### src/rtl/fft_sched_pkg.sv
// fft_sched_pkg
// Shared types and defaults for the FFT job scheduler and its arbiter.
//   sched_state_t   : scheduler FSM states (IDLE, START, LOAD, DRAIN)
//   FFT_SIZE_DFLT   : default frame length in samples
//   DATA_WIDTH_DFLT : default sample component width
//   ADDR_W          : engine address width for the default frame length
//   idx_width()     : width of an index into n requesters (at least 1 bit)
package fft_sched_pkg;

  typedef enum logic [1:0] {
    S_IDLE  = 2'd0,
    S_START = 2'd1,
    S_LOAD  = 2'd2,
    S_DRAIN = 2'd3
  } sched_state_t;

  localparam int FFT_SIZE_DFLT   = 256;
  localparam int DATA_WIDTH_DFLT = 16;
  localparam int ADDR_W          = $clog2(FFT_SIZE_DFLT);

  function automatic int idx_width(input int n);
    return (n > 1) ? $clog2(n) : 1;
  endfunction

endpackage

### src/rtl/fft_job_scheduler_rr_arbiter.sv
// rr_arbiter
// Combinational round-robin arbiter: picks the first set request at or after
// the pointer, wrapping around. Usable in front of any shared engine.
//   req   in  N   request levels
//   ptr   in  IW  highest-priority position
//   grant out N   one-hot winner (zero when no request)
//   idx   out IW  binary index of the winner
//   any   out 1   at least one request present
module rr_arbiter
  import fft_sched_pkg::*;
#(
  parameter int  N  = 4,
  localparam int IW = idx_width(N)
) (
  input  logic [N-1:0]  req,
  input  logic [IW-1:0] ptr,
  output logic [N-1:0]  grant,
  output logic [IW-1:0] idx,
  output logic          any
);

  logic          hi_found;
  logic [IW-1:0] hi_idx;
  logic          lo_found;
  logic [IW-1:0] lo_idx;

  // Two lowest-first scans: one restricted to positions >= ptr, one over all
  // positions. The restricted hit wins; otherwise the wrap-around hit is used.
  always_comb begin
    hi_found = 1'b0;
    hi_idx   = '0;
    lo_found = 1'b0;
    lo_idx   = '0;
    for (int j = 0; j < N; j++) begin
      if (!hi_found && req[j] && (IW'(j) >= ptr)) begin
        hi_found = 1'b1;
        hi_idx   = IW'(j);
      end
      if (!lo_found && req[j]) begin
        lo_found = 1'b1;
        lo_idx   = IW'(j);
      end
    end
    any   = lo_found;
    idx   = hi_found ? hi_idx : lo_idx;
    grant = '0;
    for (int j = 0; j < N; j++) begin
      if (lo_found && (idx == IW'(j))) begin
        grant[j] = 1'b1;
      end
    end
  end

endmodule

### src/rtl/fft_job_scheduler.sv
// fft_job_scheduler
// Shares one FFT engine between NUM_REQ frame producers. A round-robin winner
// gets a start pulse, streams FFT_SIZE samples into the engine, and receives
// the engine output stream tagged with its index. A watchdog bounds the wait
// for engine completion.
//   clk, rst_n                 clock, asynchronous active-low reset
//   req / grant                per-requester frame-ready level / one-hot owner
//   src_real/imag/valid/ready  flattened per-requester sample streams
//   fft_start, fft_in_*        start pulse and registered engine input stream
//   fft_out_*, fft_done/busy   engine output stream and status
//   res_*, job_done            registered tagged result stream, done pulse
//   timeout_err                sticky watchdog error
module fft_job_scheduler
  import fft_sched_pkg::*;
#(
  parameter int  NUM_REQ    = 4,
  parameter int  DATA_WIDTH = DATA_WIDTH_DFLT,
  parameter int  FFT_SIZE   = FFT_SIZE_DFLT,
  parameter int  TIMEOUT    = 4096,
  localparam int AW = $clog2(FFT_SIZE),
  localparam int TW = idx_width(NUM_REQ)
) (
  input  logic                          clk,
  input  logic                          rst_n,
  input  logic [NUM_REQ-1:0]            req,
  output logic [NUM_REQ-1:0]            grant,
  input  logic [NUM_REQ*DATA_WIDTH-1:0] src_real,
  input  logic [NUM_REQ*DATA_WIDTH-1:0] src_imag,
  input  logic [NUM_REQ-1:0]            src_valid,
  output logic [NUM_REQ-1:0]            src_ready,
  output logic                          fft_start,
  output logic [DATA_WIDTH-1:0]         fft_in_real,
  output logic [DATA_WIDTH-1:0]         fft_in_imag,
  output logic [AW-1:0]                 fft_in_addr,
  output logic                          fft_in_valid,
  input  logic [DATA_WIDTH-1:0]         fft_out_real,
  input  logic [DATA_WIDTH-1:0]         fft_out_imag,
  input  logic [AW-1:0]                 fft_out_addr,
  input  logic                          fft_out_valid,
  input  logic                          fft_done,
  input  logic                          fft_busy,
  output logic [DATA_WIDTH-1:0]         res_real,
  output logic [DATA_WIDTH-1:0]         res_imag,
  output logic [AW-1:0]                 res_addr,
  output logic [TW-1:0]                 res_tag,
  output logic                          res_valid,
  output logic                          res_last,
  output logic                          job_done,
  output logic                          timeout_err
);

  localparam int WW = $clog2(TIMEOUT + 1);

  sched_state_t state_q, state_d;
  logic [NUM_REQ-1:0]    grant_q, grant_d;
  logic [TW-1:0]         owner_q, owner_d;
  logic [TW-1:0]         rr_ptr_q, rr_ptr_d;
  logic [AW:0]           count_q, count_d;
  logic [WW-1:0]         wd_q, wd_d;
  logic [DATA_WIDTH-1:0] fft_in_real_q, fft_in_real_d;
  logic [DATA_WIDTH-1:0] fft_in_imag_q, fft_in_imag_d;
  logic [AW-1:0]         fft_in_addr_q, fft_in_addr_d;
  logic                  fft_in_valid_q, fft_in_valid_d;
  logic [DATA_WIDTH-1:0] res_real_q, res_real_d;
  logic [DATA_WIDTH-1:0] res_imag_q, res_imag_d;
  logic [AW-1:0]         res_addr_q, res_addr_d;
  logic [TW-1:0]         res_tag_q, res_tag_d;
  logic                  res_valid_q, res_valid_d;
  logic                  res_last_q, res_last_d;
  logic                  job_done_q, job_done_d;
  logic                  timeout_err_q, timeout_err_d;

  logic [NUM_REQ-1:0]    arb_grant;
  logic [TW-1:0]         arb_idx;
  logic                  arb_any;
  logic [DATA_WIDTH-1:0] sel_real, sel_imag;
  logic                  sel_valid;
  logic                  end_job;

  rr_arbiter #(.N(NUM_REQ)) u_arb (
    .req   (req),
    .ptr   (rr_ptr_q),
    .grant (arb_grant),
    .idx   (arb_idx),
    .any   (arb_any)
  );

  // Lane mux for the current owner's sample stream.
  always_comb begin
    sel_real  = '0;
    sel_imag  = '0;
    sel_valid = 1'b0;
    for (int i = 0; i < NUM_REQ; i++) begin
      if (owner_q == TW'(i)) begin
        sel_real  = src_real[i*DATA_WIDTH +: DATA_WIDTH];
        sel_imag  = src_imag[i*DATA_WIDTH +: DATA_WIDTH];
        sel_valid = src_valid[i];
      end
    end
  end

  // Next-state and output logic.
  always_comb begin
    state_d        = state_q;
    grant_d        = grant_q;
    owner_d        = owner_q;
    rr_ptr_d       = rr_ptr_q;
    count_d        = count_q;
    wd_d           = wd_q;
    fft_in_real_d  = fft_in_real_q;
    fft_in_imag_d  = fft_in_imag_q;
    fft_in_addr_d  = fft_in_addr_q;
    fft_in_valid_d = 1'b0;
    res_real_d     = res_real_q;
    res_imag_d     = res_imag_q;
    res_addr_d     = res_addr_q;
    res_tag_d      = res_tag_q;
    res_valid_d    = 1'b0;
    res_last_d     = 1'b0;
    job_done_d     = 1'b0;
    timeout_err_d  = timeout_err_q;
    src_ready      = '0;
    fft_start      = 1'b0;
    end_job        = 1'b0;

    case (state_q)
      S_IDLE: begin
        if (arb_any && !fft_busy) begin
          grant_d = arb_grant;
          owner_d = arb_idx;
          state_d = S_START;
        end
      end
      S_START: begin
        fft_start = 1'b1;
        count_d   = '0;
        state_d   = S_LOAD;
      end
      S_LOAD: begin
        src_ready = grant_q;
        if (sel_valid) begin
          fft_in_real_d  = sel_real;
          fft_in_imag_d  = sel_imag;
          fft_in_addr_d  = count_q[AW-1:0];
          fft_in_valid_d = 1'b1;
          count_d        = count_q + (AW+1)'(1);
          if (count_q == (AW+1)'(FFT_SIZE - 1)) begin
            state_d = S_DRAIN;
            wd_d    = '0;
          end
        end
      end
      S_DRAIN: begin
        res_tag_d = owner_q;
        if (fft_out_valid) begin
          res_real_d  = fft_out_real;
          res_imag_d  = fft_out_imag;
          res_addr_d  = fft_out_addr;
          res_valid_d = 1'b1;
          res_last_d  = (fft_out_addr == AW'(FFT_SIZE - 1));
        end
        wd_d = wd_q + WW'(1);
        // Engine completion wins over a watchdog expiry in the same cycle.
        if (fft_done) begin
          job_done_d = 1'b1;
          end_job    = 1'b1;
        end else if (wd_q == WW'(TIMEOUT - 1)) begin
          timeout_err_d = 1'b1;
          end_job       = 1'b1;
        end
        if (end_job) begin
          grant_d  = '0;
          state_d  = S_IDLE;
          rr_ptr_d = (owner_q == TW'(NUM_REQ - 1)) ? '0 : owner_q + TW'(1);
        end
      end
      default: state_d = S_IDLE;
    endcase
  end

  // State and datapath registers.
  always_ff @(posedge clk or negedge rst_n) begin
    if (!rst_n) begin
      state_q        <= S_IDLE;
      grant_q        <= '0;
      owner_q        <= '0;
      rr_ptr_q       <= '0;
      count_q        <= '0;
      wd_q           <= '0;
      fft_in_real_q  <= '0;
      fft_in_imag_q  <= '0;
      fft_in_addr_q  <= '0;
      fft_in_valid_q <= 1'b0;
      res_real_q     <= '0;
      res_imag_q     <= '0;
      res_addr_q     <= '0;
      res_tag_q      <= '0;
      res_valid_q    <= 1'b0;
      res_last_q     <= 1'b0;
      job_done_q     <= 1'b0;
      timeout_err_q  <= 1'b0;
    end else begin
      state_q        <= state_d;
      grant_q        <= grant_d;
      owner_q        <= owner_d;
      rr_ptr_q       <= rr_ptr_d;
      count_q        <= count_d;
      wd_q           <= wd_d;
      fft_in_real_q  <= fft_in_real_d;
      fft_in_imag_q  <= fft_in_imag_d;
      fft_in_addr_q  <= fft_in_addr_d;
      fft_in_valid_q <= fft_in_valid_d;
      res_real_q     <= res_real_d;
      res_imag_q     <= res_imag_d;
      res_addr_q     <= res_addr_d;
      res_tag_q      <= res_tag_d;
      res_valid_q    <= res_valid_d;
      res_last_q     <= res_last_d;
      job_done_q     <= job_done_d;
      timeout_err_q  <= timeout_err_d;
    end
  end

  assign grant        = grant_q;
  assign fft_in_real  = fft_in_real_q;
  assign fft_in_imag  = fft_in_imag_q;
  assign fft_in_addr  = fft_in_addr_q;
  assign fft_in_valid = fft_in_valid_q;
  assign res_real     = res_real_q;
  assign res_imag     = res_imag_q;
  assign res_addr     = res_addr_q;
  assign res_tag      = res_tag_q;
  assign res_valid    = res_valid_q;
  assign res_last     = res_last_q;
  assign job_done     = job_done_q;
  assign timeout_err  = timeout_err_q;

endmodule

### config.mk
export PLATFORM = sky130hd
export DESIGN_NAME = fft_job_scheduler
export DESIGN_NICKNAME = d
export VERILOG_FILES = /design/src/rtl/fft_sched_pkg.sv /design/src/rtl/fft_job_scheduler_rr_arbiter.sv /design/src/rtl/fft_job_scheduler.sv
export SDC_FILE = /design/constraint.sdc
export NUM_CORES = 1
export LEC_CHECK = 0
export ABC_AREA = 1
export CORE_UTILIZATION = 50
export CTS_BUF_LIST = sky130_fd_sc_hd__clkbuf_4 sky130_fd_sc_hd__clkbuf_8 sky130_fd_sc_hd__clkbuf_16
export DETAILED_ROUTE_END_ITERATION = 12
export DONT_BUFFER_PORTS = 1
export SYNTH_ARGS = -nofsm -noshare
export SYNTH_HDL_FRONTEND = slang
export SYNTH_SLANG_ARGS = --single-unit
### constraint.sdc
create_clock -name clk -period 2.1 [get_ports clk]
set_clock_uncertainty 0.05 [all_clocks]
set_input_delay 0.21 -clock clk [delete_from_list [all_inputs] [get_ports clk]]
set_output_delay 0.21 -clock clk [all_outputs]
set_load 0.02 [all_outputs]
# == Word-level counts from Yosys, hierarchy flattened ==
# Index checks and enable logic that the tools add are counted.
# word_totals
latchBits,0
mem_bits_ro,0
regBits,119
n_memories,0
ramBits,0
# op_classes
n_mux,58
mul,0
n_lt_le_gt_ge,4
n_eq_ne,16
div,0
n_reduce_logical,37
n_shift,0
addsub,3
n_bitwise,1
# op_table
cell,n
$mux W16,8
$mux W1,30
$mux W13,2
$pmux W13 S2,1
$mux W2,10
$pmux W9 S2,1
$logic_and A1 B1 Y1,15
$add A13 B1 Y13 const B,1
$eq A13 B12 Y1 const B,1
$eq A2 B2 Y1 const B,6
$mux W4,3
$reduce_and A2 Y1,5
$add A9 B1 Y9 const B,1
$eq A9 B8 Y1 const B,1
$mux W9,1
$reduce_and A3 Y1,3
$eq A8 B8 Y1 const B,1
$ne A2 B2 Y1 const B,4
$pmux W2 S4,1
$pmux W4 S2,1
$logic_not A1 Y1,7
$eq A2 B1 Y1 const B,3
$logic_not A2 Y1,3
$reduce_bool A2 Y1,3
other kinds (5),7

# == Longest topological paths before layout ==
# Gate-level depths: netlist (run 1).
# depth
word_depth,21
ltp_mapped,14

# == By module ==
# From an unflattened synthesis (run 1), not the netlist that was laid out.
# unflattened
hier_cells,827
hier_area_um2,6219.7
# modules_own_cells
module,cells_each,n_inst,area_each_um2
fft_job_scheduler,795,1,6058.3
rr_arbiter,32,1,161.4

# == Least setup slack after synthesis (run 1) ==
# Ideal clock, no wire load.
# synth_timing
path_kind,reg2reg
startpoint,register count_q[0]
endpoint,register wd_q[8]
slack_ns,0.283
setup_time_ns,0.116
path_stages_with_launch,13
synth_period_minus_slack_ns,1.817
path_buffers,1
arrival_time_ns,1.651
path_cell_list,dfrtp_1 ha_1 nand3_1 nor2_1 nand3_1 nor2_1 ha_1 nand2_1 o21ai_0 nand2_2 buf_4 nand2_1 nand2_1
# synth_via
elab_chain_cells,3
# synth_lines
element,line_no,rtl
from (decl),fft_job_scheduler.sv:58,"logic [AW:0] count_q, count_d;"
from (signal assigned),fft_job_scheduler.sv:207,count_q <= count_d;
$eq A9 B8 Y1,fft_job_scheduler.sv:147,if (count_q == (AW+1)'(FFT_SIZE - 1)) begin
$ne A2 B2 Y1 (no source line),n/a,
$reduce_and A3 Y1 (no source line),n/a,
to (signal assigned),fft_job_scheduler.sv:208,wd_q <= wd_d;
to (decl),fft_job_scheduler.sv:59,"logic [WW-1:0] wd_q, wd_d;"
# Every way passes these cells.
# A chain may end at the register's enable or synchronous reset.

# == Final worst setup path (run 1) ==
# layout_timing
startpoint,register owner_q[0]
endpoint,"register fft_in_imag_q[11], in the netlist fft_in_imag[11]"
# layout_via
elab_chain_cells,6
elab_cells_between_ends,13
# layout_lines
element,line_no,rtl
from (decl),fft_job_scheduler.sv:56,"logic [TW-1:0] owner_q, owner_d;"
from (signal assigned),fft_job_scheduler.sv:205,owner_q <= owner_d;
$logic_not A2 Y1,fft_job_scheduler.sv:94,if (owner_q == TW'(i)) begin
$mux W1 (4 in series),fft_job_scheduler.sv:94,
$reduce_and A2 Y1 (no source line),n/a,
to (signal assigned),fft_job_scheduler.sv:210,fft_in_imag_q <= fft_in_imag_d;
to (decl),fft_job_scheduler.sv:61,"logic [DATA_WIDTH-1:0] fft_in_imag_q, fft_in_imag_d;"
# Parallel ways exist; a longest one is shown, timed or not.

==> flow_metrics.py, run 1 <==
metrics = {
    "cts": {
        "cts.sinks": 119,
        "ctsHoldBuffers": 74,
        "clk_pin_slew_ns": 0.05,
        "numCtsBuffers": 17,
        "clock_path_buffers": 2,
        "root_buffer": "clkbuf_16",
        "clock_latency_ns": 0.41,
        "cts_tree": "built",
        "htreeDepth": 4,
    },
    "routing": {
        "vias": 5790,
        "drt-vias-per-instance": 5.31,
        "post-route-drc-count": 0,
        "routed_wirelength_um": 17500,
        "ant_nets": 0,
        "first_pass_iters": 5,
        "wl_per_cell_um": 16.1,
        "drtIter0Drc": 362,
    },
    "power_and_ir_drop": {
        "ir_drop_mv": 0.708,
        "power_density_nw_per_um2": 1450,
        "cellLeakagePower_nw": 4.12,
        "p_total_mw": 11.6,
    },
    "grt": {
        "grtUsageTotal": 0.263,
        "antenna_found_initial": 2,
        "grt_pass1_vias": 5660,
        "grt_first_pass_wirelength_um": 26700,
        "grt_overflow": 0,
        "grt_max_degree": 120,
    },
    "placement": {
        "portBuffers": 0,
        "gp_congestion": 0.833,
        "dp_hpwl_um": 11700,
        "dp_cells": 975,
    },
    "timing": {
        "hold_viol": 119,
        "fin_crit_sh": 0.929,
        "whs_ns": -0.556,
        "slew_violations": 0,
        "finalSetupViolCount": 0,
        "period_needed_ns": 1.95,
        "worstMarginPinSlew_ns": 0.421,
        "fmax_mhz": 512,
        "slew_headroom": 0.719,
    },
    "status": {
        "outcome": "finished with violations",
        "violations": "hold timing",
    },
    "floorplanning": {
        "start_util": 0.520,
        "io_pins": 277,
        "rows": 40,
        "fp.dieH_um": 115,
        "die_area_sq_um": 13200,
        "core_sq_um": 12200,
        "die_x_um": 115,
    },
    "synth": {
        "post_synth.cell_area_avg_sq_um": 7.68,
        "yosysTopAreaCell": "dfrtp_1",
        "synth_top_area_frac": 0.469,
        "synthFlopType": "dfrtp_1",
        "syn-num-nets": 1019,
        "synth.distinct_cells": 32,
        "netlist_area_sq_um": 6350,
        "yosysWarnings": 0,
        "syn_inst": 827,
        "ys_ff_latch": 119,
        "ys_top_cells_by_area": "dfrtp_1, nand2_1, o211ai_2, a21oi_1, o21ai_0",
        "seq_area_frac_synth": 0.469,
        "async_reset_ff_frac": 1.00,
        "synth_edf_count": 0,
        "synth_common_cells": "nand2_1, dfrtp_1, inv_1",
        "yosysMostFrequentCell": "nand2_1",
    },
    "setup_path": {
        "critical_path_class": "reg -> reg",
        "timing.critical_path.required_ns": 2.34,
        "arrival_ns": 2.19,
        "worst_r2r_path_depth": 12,
        "endpoint_kind": "flop",
        "crit_fanout": 21,
        "cp-start-kind": "flop",
    },
    "finish": {
        "drive_gt1_frac": 0.122,
        "fin_nets": 1102,
        "stdcell_count": 1090,
        "syn_to_final_growth_pct": 26.4,
    },
    "worst_hold_path": {
        "min_path_type": "in -> async",
    },
    "run": {
        "cap_viol_max_count": 0,
    },
}
## placed cells by master (no fill, tap or decap), types with 3 or more instances in the layout
master / instances
nand2_4: 3
nand3_1: 17
xor2_1: 13
dfrtp_1: 119
ha_1: 8
nor2_2: 3
nor2_1: 33
clkbuf_8: 3
nand2_1: 399
dlygate4sd3_1: 74
buf_4: 24
o21ai_0: 32
o211ai_2: 20
clkinv_2: 4
nand4_1: 6
o211ai_1: 12
nand2_2: 3
clkinvlp_4: 3
nor2_4: 3
o21ai_2: 8
o21ai_1: 19
a21oi_1: 33
nor3_1: 3
clkbuf_16: 18
inv_1: 36
buf_12: 6
## critical path, cell delays in order (launching register included)
cell      delay [ns]
dfrtp_1         0.37
buf_4           0.14
ha_4            0.16
buf_12          0.15
nand2_1         0.09
nand2_2         0.06
o21ai_2         0.17
nand2_2         0.09
nand2_4         0.13
inv_2           0.08
buf_12          0.17
o211ai_1        0.09
nand2_1         0.08
## path summary, 6_finish.rpt
check / start / slack, ns / to
worst max-delay path: owner_q[0] / 0.15 / fft_in_imag[11]
worst min-delay path: rst_n / -0.56 / fft_in_real[8]
worst max register to register: owner_q[0] / 0.15 / fft_in_imag[11]
worst min register to register: rr_ptr_q[0] / 0.47 / rr_ptr_q[0]
max in group asynchronous: rst_n / 2.37 / grant[1]
min in group clk: src_real[47] / 0.01 / fft_in_real[15]
## layout make-up
cell class	count	area, sq um
Antenna cell	2	5.00
Clock buffer	20	467
Clock inverter	9	103
Fill cell	1087	4180
Inverter	40	158
Multi-Input combinational cell	626	3040
Sequential cell	119	2980
Tap cell	168	210
Timing Repair Buffer	106	1080
## report_power, final
part           internal (mW)  switching [mW]  total (mW)  leakage [nW]
registers               3.07            1.45        4.52          1.55
logic                   1.66            2.68        4.35          2.29
clock network           1.81           0.974        2.78         0.275
total                   6.54            5.11        11.6          4.12
## state kept, by name, indices dropped and copies added, names as in the netlist, 4 cells and up
name	cells
res_addr	8
count_q	9
fft_in_imag	16
grant	4
wd_q	13
res_imag	16
res_real	16
fft_in_addr	8
fft_in_real	16
## cell families (layout without fill, tap and decap cells)
group                      after synthesis  after routing  share of synthesized area
buffers and inverters                   83            175                     0.0642
and+or+nand+nor                        471            472                      0.289
xor gates and xnor gates                14             14                     0.0193
DFF                                    119            119                      0.469
adders and majority gates               11             11                     0.0217
AOI/OAI and AO/OA                      129            129                      0.137
other                                    0              2                          0
## repair_timing
| action | 4_1_cts | 5_1_grt |
|---|---|---|
| endpoints found under the setup margin | 55 | 59 |
| buffers inserted | 1 | 7 |
| pin swaps | 1 | 5 |
| hold endpoints to repair | 194 | 119 |
| gates cloned | 0 | 2 |
| resized for setup | 7 | 13 |
## per-stage QoR
stage          utilization  TNS (ns)  hold WS (ns)  worst slack, ns  instance area (sq um)
6_report             0.658         0        -0.556            0.148                   8030
5_1_grt              0.658  -0.00185        -0.572         -0.00185                   8030
4_1_cts              0.645         0        -0.567          0.00385                   7870
3_5_place_dp         0.535     -5.64        -0.133           -0.209                   6530
3_3_place_gp         0.535     -1.46        -0.133           -0.104                   6530
2_1_floorplan            -         0        -0.136            0.283                   6350
## routing by layer
| metal | track usage | routed length (um) |
|---|---|---|
| met5 | 0 | 0 |
| met4 | 0.170 | 798 |
| met3 | 0.0741 | 1210 |
| met2 | 0.448 | 8660 |
| met1 | 0.290 | 6860 |
Power figures use the tool's default switching activity.
==> inputs of run 2 (changes only) <==
--- a/config.mk
+++ b/config.mk
@@ -6,10 +6,11 @@
 export NUM_CORES = 1
 export LEC_CHECK = 0
 export ABC_AREA = 1
-export CORE_UTILIZATION = 50
+export CORE_UTILIZATION = 45
 export CTS_BUF_LIST = sky130_fd_sc_hd__clkbuf_4 sky130_fd_sc_hd__clkbuf_8 sky130_fd_sc_hd__clkbuf_16
 export DETAILED_ROUTE_END_ITERATION = 12
 export DONT_BUFFER_PORTS = 1
+export SETUP_SLACK_MARGIN = 0.02
 export SYNTH_ARGS = -nofsm -noshare
 export SYNTH_HDL_FRONTEND = slang
 export SYNTH_SLANG_ARGS = --single-unit
==> run 2 against run 1 <==
  * The flow still finishes with violations (hold timing)
  * Worst setup slack improved by 0.027 ns
  * Sequential cell count unchanged
  * Core utilization decreased by 7.5 points
  * Total power decreased by 0.82%
  * Global-route usage decreased by 2.6 points
  * Count of clock-buffer cells in the layout decreased by 1
  * Sequential power about the same
  * Via count decreased by 0.88%
  * Non-clock buffer count increased by 8
  * Maximum frequency increased by 1.4%
  * Sequential share of layout area decreased by 0.14 points
  * Design area increased by 0.39%
  * Largest power group unchanged
==> flow_metrics.py, run 2 (same netlist as run 1, synthesis figures left out) <==
metrics = {
    "timing": {
        "worstMarginPinSlew_ns": 0.386,
        "fmax_mhz": 520,
        "whs_ns": -0.555,
        "rsz0062_at_grt": "false",
        "slew_violations": 0,
        "fin_crit_sh": 0.916,
        "slew_headroom": 0.742,
        "hold_viol": 119,
        "period_needed_ns": 1.92,
        "tns_ns": 0,
        "finalSetupViolCount": 0,
    },
    "power_and_ir_drop": {
        "power_density_nw_per_um2": 1430,
        "p_total_mw": 11.6,
        "ir_drop_mv": 0.753,
        "cellLeakagePower_nw": 4.14,
    },
    "cts": {
        "clk_pin_slew_ns": 0.06,
        "ctsHoldBuffers": 84,
        "clock_path_buffers": 2,
        "htreeDepth": 4,
        "clock_latency_ns": 0.41,
        "numCtsBuffers": 17,
        "cts.sinks": 119,
        "cts_tree": "built",
        "root_buffer": "clkbuf_16",
    },
    "routing": {
        "wl_per_cell_um": 15.6,
        "vias": 5739,
        "drtIter0Drc": 298,
        "first_pass_iters": 4,
        "ant_nets": 0,
        "post-route-drc-count": 0,
        "route.met3.wl_um": 1050,
        "route.met2.wl_um": 9100,
        "highest_layer": "met4",
        "drt-vias-per-instance": 5.17,
        "met1_length_um": 6880,
        "routed_wirelength_um": 17400,
    },
    "grt": {
        "grt_first_pass_wirelength_um": 26600,
        "grt_max_degree": 120,
        "antenna_found_initial": 1,
        "grt_pass1_vias": 5371,
        "grtUsageTotal": 0.237,
        "grt_overflow": 0,
    },
    "finish": {
        "final_common_cell": "nand2_1",
        "final_cell_mix": "nand2_1, dfrtp_1, dlygate4sd3_1, inv_1, nor2_1",
        "syn_to_final_growth_pct": 26.9,
        "drive_gt1_frac": 0.118,
        "fin_nets": 1109,
        "nFillCells": 1198,
        "final_core_util": 0.583,
    },
    "placement": {
        "dp_hpwl_um": 11600,
        "gp_congestion": 0.924,
        "portBuffers": 0,
    },
    "setup_path": {
        "crit_fanout": 5,
        "arrival_ns": 2.17,
        "critical_path_class": "reg -> reg",
        "timing.critical_path.required_ns": 2.35,
        "cp-start-kind": "flop",
        "endpoint_kind": "flop",
    },
    "worst_hold_path": {
        "min_path_type": "in -> async",
    },
    "floorplanning": {
        "rows": 43,
        "io_pins": 277,
        "start_util": 0.460,
        "core_sq_um": 13800,
        "die_area_sq_um": 14600,
        "fp.dieH_um": 121,
        "die_x_um": 121,
    },
    "status": {
        "outcome": "finished with violations",
        "violations": "hold timing",
    },
    "run": {
        "cap_viol_max_count": 0,
    },
}
[run 2: cell count changes in the layout (fill, tap and decap cells not counted), moves of 2 or more]
cell / before / now
inv_6: 1 / 4
clkinv_4: 0 / 3
buf_4: 24 / 26
buf_12: 6 / 4
clkinv_2: 4 / 2
nor2_4: 3 / 0
nand3_2: 2 / 0
dlygate4sd3_1: 74 / 84
nand3_1: 17 / 19
[run 2: timing repair]
item                                    in CTS  in global routing
setup buffers                                0                  6
hold endpoints to repair                   194                119
gates resized for setup                      0                  9
endpoints found under the setup margin       0                 14
[run 2: routing by layer]
layer / vias up / track usage
met1: 2680 / 0.261
li1: 2816 / -
met5: - / 0
met4: 0 / 0.113
met3: 26 / 0.0698
met2: 217 / 0.417
[run 2: stage by stage]
step	setup WS [ns]	hold WS [ns]	cells	area, sq um
after CTS	0.0567	-0.577	1104	8000
final	0.175	-0.555	1111	8060
after global placement	0.131	-0.132	988	6560
after detailed placement	0.0914	-0.131	988	6560
after global routing	0.0284	-0.589	1111	8060
after floorplan	0.283	-0.136	827	6350
[run 2: path summary, 6_finish.rpt]
path | endpoint | cells past startpoint | slack (ns) | startpoint
worst max-delay path | grant[0] | 8 | 0.18 | wd_q[0]
worst min-delay path | fft_in_real[4] | 0 | -0.56 | rst_n
worst max register to register | grant[0] | 8 | 0.18 | wd_q[0]
worst min register to register | rr_ptr_q[1] | 2 | 0.48 | rr_ptr_q[1]
max in group asynchronous | wd_q[3] | 0 | 2.33 | rst_n
min in group clk | fft_in_real[13] | 4 | 0.02 | src_real[45]
[run 2: cell type report]
type | instances | area, sq um | area share
inverter | 40 | 158 | 0.0196
tap | 180 | 225 | 0.0279
clock buffer | 19 | 453 | 0.0562
antenna | 1 | 2.50 | 0.000310
sequential | 119 | 2980 | 0.369
timing repair buffer | 114 | 1120 | 0.138
multi-input combinational | 625 | 2990 | 0.370
clock inverter | 13 | 145 | 0.0180
[run 2: where the power goes]
group	internal (mW)	leakage [nW]	switching (mW)	total, mW
clock network	1.82	0.286	1.09	2.91
logic	1.55	2.29	2.58	4.13
registers	3.07	1.55	1.45	4.52
total	6.43	4.14	5.12	11.6
[run 2: critical path, stage by stage, from the launching register on]
cell and delay, ns:
dfrtp_1 0.43, ha_1 0.28, nand2_1 0.07, nor2_1 0.24
nand4_1 0.20, a21oi_2 0.26, nand2_1 0.14, nand2_1 0.08
nand2_1 0.06
